File: config.mk
export PLATFORM = sky130hd
export DESIGN_NAME = sa_pe_mac
export DESIGN_NICKNAME = d
export VERILOG_FILES = /design/src/rtl/sa_pe_mac.sv
export SDC_FILE = /design/constraint.sdc
export NUM_CORES = 1
export LEC_CHECK = 0
export ABC_AREA = 1
export BUFFER_PORTS_ARGS = -buffer_cell sky130_fd_sc_hd__buf_2
export CORE_MARGIN = 2
export CORE_UTILIZATION = 38
export CTS_CLUSTER_DIAMETER = 80
export DETAILED_ROUTE_END_ITERATION = 6
export SLEW_MARGIN = 20
export SYNTH_ARGS = -nofsm -noshare
export SYNTH_HDL_FRONTEND = slang
export SYNTH_SLANG_ARGS = --single-unit
File: constraint.sdc
create_clock -name clk -period 13.83 [get_ports clk]
set_clock_uncertainty 0.05 [all_clocks]
set_input_delay 0.6915 -clock clk [delete_from_list [all_inputs] [get_ports clk]]
set_output_delay 0.6915 -clock clk [all_outputs]
set_load 0.02 [all_outputs]
File: src/rtl/sa_pe_mac.sv
// Output-stationary systolic MAC element: operands forwarded right/down in 1 cycle, tile result double-buffered.
// Result drains down the column on valid/ready; own word first, then ROW_IDX words from above; stalls hold data stable.
module sa_pe_mac #(
  parameter int DATA_WIDTH = 8,
  parameter int ACC_WIDTH  = 32,
  parameter int SIGNED     = 1,
  parameter int SATURATE   = 1,
  parameter int ROW_IDX    = 0
) (
  input  logic                  clk,
  input  logic                  rst_n,
  input  logic                  clear_i,
  input  logic [DATA_WIDTH-1:0] a_in,
  input  logic                  a_valid_in,
  input  logic                  a_last_in,
  input  logic [DATA_WIDTH-1:0] b_in,
  input  logic                  b_valid_in,
  output logic [DATA_WIDTH-1:0] a_out,
  output logic                  a_valid_out,
  output logic                  a_last_out,
  output logic [DATA_WIDTH-1:0] b_out,
  output logic                  b_valid_out,
  input  logic [ACC_WIDTH-1:0]  psum_in,
  input  logic                  psum_valid_in,
  output logic                  psum_ready_out,
  output logic [ACC_WIDTH-1:0]  psum_out,
  output logic                  psum_valid_out,
  input  logic                  psum_ready_in,
  output logic                  overrun_o,
  output logic                  mismatch_o
);

  localparam int PW = 2 * DATA_WIDTH;
  localparam int CW = 9;
  localparam bit IS_SIGNED = (SIGNED != 0);
  localparam logic [CW-1:0] ROWS = CW'(ROW_IDX);
  localparam logic [ACC_WIDTH-1:0] MAX_V = IS_SIGNED ? {1'b0, {(ACC_WIDTH-1){1'b1}}} : {ACC_WIDTH{1'b1}};
  localparam logic [ACC_WIDTH-1:0] MIN_V = IS_SIGNED ? {1'b1, {(ACC_WIDTH-1){1'b0}}} : {ACC_WIDTH{1'b0}};

  typedef enum logic [1:0] {S_ACC, S_EMIT, S_FWD} state_t;

  state_t                 state;
  logic [CW-1:0]          cnt;
  logic [ACC_WIDTH-1:0]   acc;
  logic [ACC_WIDTH-1:0]   obuf;
  logic [ACC_WIDTH-1:0]   sum_sat;
  logic [PW-1:0]          a_x, b_x, prod;
  logic [ACC_WIDTH:0]     prod_x, acc_x, sum;
  logic                   fire, tile_end, dn_hs, up_hs, ret_acc, buf_free;

  // Extending both operands to PW bits makes the low PW product bits exact for either signedness.
  assign a_x    = {{DATA_WIDTH{IS_SIGNED & a_in[DATA_WIDTH-1]}}, a_in};
  assign b_x    = {{DATA_WIDTH{IS_SIGNED & b_in[DATA_WIDTH-1]}}, b_in};
  assign prod   = a_x * b_x;
  assign prod_x = {{(ACC_WIDTH+1-PW){IS_SIGNED & prod[PW-1]}}, prod};
  assign acc_x  = {IS_SIGNED & acc[ACC_WIDTH-1], acc};
  assign sum    = acc_x + prod_x;

  always_comb begin
    sum_sat = sum[ACC_WIDTH-1:0];
    if (SATURATE != 0) begin
      if (IS_SIGNED) begin
        if (sum[ACC_WIDTH] != sum[ACC_WIDTH-1])
          sum_sat = sum[ACC_WIDTH] ? MIN_V : MAX_V;
      end else if (sum[ACC_WIDTH]) begin
        sum_sat = MAX_V;
      end
    end
  end

  assign fire     = a_valid_in & b_valid_in;
  assign tile_end = fire & a_last_in & ~clear_i;
  assign dn_hs    = psum_valid_out & psum_ready_in;
  // Stop accepting once all upstream words are in, so a following drain from above is never swallowed.
  assign psum_ready_out = (state == S_FWD) && (cnt < ROWS) && (!psum_valid_out || psum_ready_in);
  assign up_hs    = psum_valid_in & psum_ready_out;
  assign ret_acc  = ((state == S_EMIT) && dn_hs && (ROW_IDX == 0)) ||
                    ((state == S_FWD) && dn_hs && (cnt == ROWS));
  assign buf_free = (state == S_ACC) || ret_acc;

  always_ff @(posedge clk or negedge rst_n) begin
    if (!rst_n) begin
      a_out       <= '0;
      a_valid_out <= 1'b0;
      a_last_out  <= 1'b0;
      b_out       <= '0;
      b_valid_out <= 1'b0;
    end else begin
      a_out       <= a_in;
      a_valid_out <= a_valid_in;
      a_last_out  <= a_last_in;
      b_out       <= b_in;
      b_valid_out <= b_valid_in;
    end
  end

  always_ff @(posedge clk or negedge rst_n) begin
    if (!rst_n)
      acc <= '0;
    else if (clear_i || tile_end)
      acc <= '0;
    else if (fire)
      acc <= sum_sat;
  end

  always_ff @(posedge clk or negedge rst_n) begin
    if (!rst_n) begin
      state          <= S_ACC;
      cnt            <= '0;
      obuf           <= '0;
      psum_out       <= '0;
      psum_valid_out <= 1'b0;
      overrun_o      <= 1'b0;
      mismatch_o     <= 1'b0;
    end else begin
      if (a_valid_in ^ b_valid_in)
        mismatch_o <= 1'b1;
      if (tile_end && !buf_free)
        overrun_o <= 1'b1;
      if (tile_end && buf_free)
        obuf <= sum_sat;

      case (state)
        S_ACC: ;
        S_EMIT: begin
          if (dn_hs) begin
            psum_valid_out <= 1'b0;
            cnt            <= '0;
            state          <= (ROW_IDX == 0) ? S_ACC : S_FWD;
          end else begin
            psum_out       <= obuf;
            psum_valid_out <= 1'b1;
          end
        end
        S_FWD: begin
          if (up_hs) begin
            psum_out       <= psum_in;
            psum_valid_out <= 1'b1;
            cnt            <= cnt + 1'b1;
          end else if (dn_hs) begin
            psum_valid_out <= 1'b0;
          end
          if (ret_acc)
            state <= S_ACC;
        end
        default: state <= S_ACC;
      endcase

      // A tile that ends as the buffer frees up is taken directly.
      if (tile_end && buf_free)
        state <= S_EMIT;
    end
  end

endmodule

==> metrics <==
Syn Area/Cell=about 8.5 um^2; Critical R2R Capture=acc[30]$_DFFE_PN0P_; drt pass-1 iters=5; Nets=1598; CTS max path bufs=2; critical path required time=14.14 ns; Seq/Total Area, Yosys=0.2752; Setup Buffers After CTS=0; Port Buf Inserts=76; die width=172.7 um; actual slew at the worst max-slew pin=1.027 ns; distinct cell type count after synthesis=37; Overflow after GRT=0; starting density of the core=0.3873; Final setup viols=0; Async S/R FF share, synth=1.000; IO Pins=about 110; Slew Viols, Final=0; drc violations=0; Setup crit start kind=primary input; synthesized area=10820 um^2; initial antenna violation count=0; post-route ant nets=0; final WL=24510 um; Rows=61; Core Box Area=27930 um^2; Post-synth EDFFs=0; crit path DAT=~6.7 ns; Worst R2R Start=acc[31]$_DFFE_PN0P_; met1 WL=11290 um; Worst Setup EP=acc[30]$_DFFE_PN0P_; share of post-route cells with drive strength above 1=0.1416; status=complete, no violations; ys flop type=dfrtp_1; YS warnings=0; Chip Height=172.7 um; Final min period=6.349 ns; Final GP Congestion=0.9188; Crit Path Class=primary input to register; vias in the first global route=between 8000 and 9000; Global Route Usage Sum=0.1751; Post-Synthesis Cells=1268; CP Max Fanout=31; setup TNS=0 ns; post-synthesis net count=1537; metal2 WL=12000 um; via-per-instance ratio=roughly 4.7; Area Growth Syn to Fin=11.89%; wire length on met3=813 um; number of vias in the routed layout=8018; storage element area=2978 um^2; WL per Instance=approximately 14 um; Top Layer Used=met4; DRT iter0 DRCs=556; CTS Root Cell=clkbuf_16; DPL Wire Length=18920 um; post-route insts no fill=1720; max-cap violations=0; first-pass GRT wire length=42000 um; Sink Count=119; Setup crit start=b_in[2]; H-tree depth=4; Clock transition at path regs=roughly 0.060 ns; latest clock arrival within the worst-skew pair=0.42 ns; pin count of the biggest net entering global routing=77; number of diodes=0; Die ar.=29840 um^2; Fin. Hold Viols=0; total clock buffers created by CTS=17; area taken by multi-input logic gates=6910 um^2; FF-to-FF setup slack=~8.4 ns; RSZ-0062 raised after global routing=no; CTS Hold Bufs=0; fin crit share=0.4591; Synth Register Bits=119; R2R cell count=20; Setup crit end kind=register; Post-CTS Resized=0; Inst Count DP=1688; Rel. slew slack=0.3146; fmax=0.1575 GHz; CTS tree=done; filler cell count=around 2800; hold crit path type=primary input to async pin
## cell families (layout without fill, tap and decap cells)
group | Yosys count | after routing | synth area share
other cells | 1 | 1 | 0.0003466
xor+xnor | 23 | 23 | 0.01862
simple gates | 628 | 628 | 0.2454
fa+ha+maj | 213 | 213 | 0.3435
buf+inv | 231 | 305 | 0.08650
compound gates | 53 | 53 | 0.03042
flops | 119 | 119 | 0.2752
## synthesized netlist by cell type (5+ instances only)
library cell | instances | area share
o21bai_1 | 8 | 0.0056
nand2_1 | 469 | 0.16
dfrtp_1 | 119 | 0.28
a21oi_1 | 22 | 0.010
nand3_1 | 21 | 0.0097
clkbuf_1 | 26 | 0.0090
xnor2_1 | 7 | 0.0057
nand3_2 | 9 | 0.0083
inv_1 | 189 | 0.066
nand2_2 | 52 | 0.030
nand4_1 | 8 | 0.0046
xor2_1 | 16 | 0.013
fa_1 | 140 | 0.26
ha_1 | 73 | 0.084
a21oi_2 | 5 | 0.0040
nor2_1 | 50 | 0.017
buf_6 | 8 | 0.0083
o21ai_0 | 11 | 0.0051
## how the worst min path moves through the flow
stage | to | slack [ns] | depth (start not counted)
global route | b_out[6]$_DFF_PN0_ | 0.29 | 1
finish | a_out[6]$_DFF_PN0_ | 0.26 | 1
detailed placement | mismatch_o$_DFFE_PN0P_ | 0.40 | 1
global placement | psum_valid_out$_DFFE_PN0P_ | 0.39 | 1
floorplan | a_last_out$_DFF_PN0_ | 0.35 | 0
CTS | b_out[6]$_DFF_PN0_ | 0.26 | 1
## metrics by stage
step                      setup slack, ns  hold slack [ns]  utilization  area (um^2)
after floorplan                     7.856           0.3459            -        10820
after global placement              6.975           0.3855       0.4119        11510
after detailed placement            6.911           0.3989       0.4119        11510
after CTS                           7.357           0.2628       0.4334        12110
after global routing                6.981           0.2928       0.4334        12110
final                               7.481           0.2585       0.4334        12110
## worst max-delay path: stages
cell,delay (ns)
buf_2,0.20
nand2_1,0.18
fa_1,0.64
fa_1,0.81
inv_1,0.44
fa_1,0.66
fa_1,0.43
ha_1,0.30
ha_1,0.38
nand2_1,0.16
inv_1,0.05
nand2_1,0.06
nand2_1,0.06
nand2_1,0.06
nand2_1,0.05
a21oi_1,0.18
nand2_1,0.07
nand2_1,0.06
nand2_1,0.14
inv_2,0.12
nand3_4,0.40
nand2_1,0.29
nand2_1,0.13
nand2_1,0.09
## per-layer routing
layer	GRT usage	vias up
li1	-	3920
met1	0.2354	3918
met2	0.2992	153
met3	0.02463	27
met4	0.04414	0
met5	0	-
## final cells by class
| type | instances | share of cell area |
|---|---|---|
| timing repair buffer | 82 | 0.03535 |
| tap | 378 | 0.03907 |
| clock inverter | 11 | 0.01230 |
| multi-input combinational | 918 | 0.5709 |
| sequential | 119 | 0.2460 |
| clock buffer | 21 | 0.03721 |
| inverter | 191 | 0.05922 |
## sequential cells by signal, indices dropped and copies added (netlist names), 8 cells and up
| register | count |
|---|---|
| obuf | 32 |
| psum_out | 32 |
| acc | 32 |
| a_out | 8 |
| b_out | 8 |
## cell usage in the layout, fill, tap and decap left out, types with 2 or more instances in the layout
cell type,n
a21oi_2,5
nand2_1,469
nor2_2,3
clkbuf_1,3
bufinv_16,3
a21o_1,4
o21ai_0,11
ha_1,73
nand4_1,8
nand3_1,21
or2_2,4
buf_4,7
a21oi_1,22
nand2_2,52
xor2_1,16
nand3_2,9
o21bai_1,8
clkinv_4,2
nor3_1,2
clkinv_2,2
buf_2,75
clkbuf_16,17
xnor2_1,7
nand3b_1,4
clkinvlp_4,3
nor2_1,50
dfrtp_1,119
fa_1,140
clkinv_1,2
inv_1,188
Power is left out: the tool's default activity adds up to more than one toggle a clock period on the data nets, which glitch-free logic cannot reach.
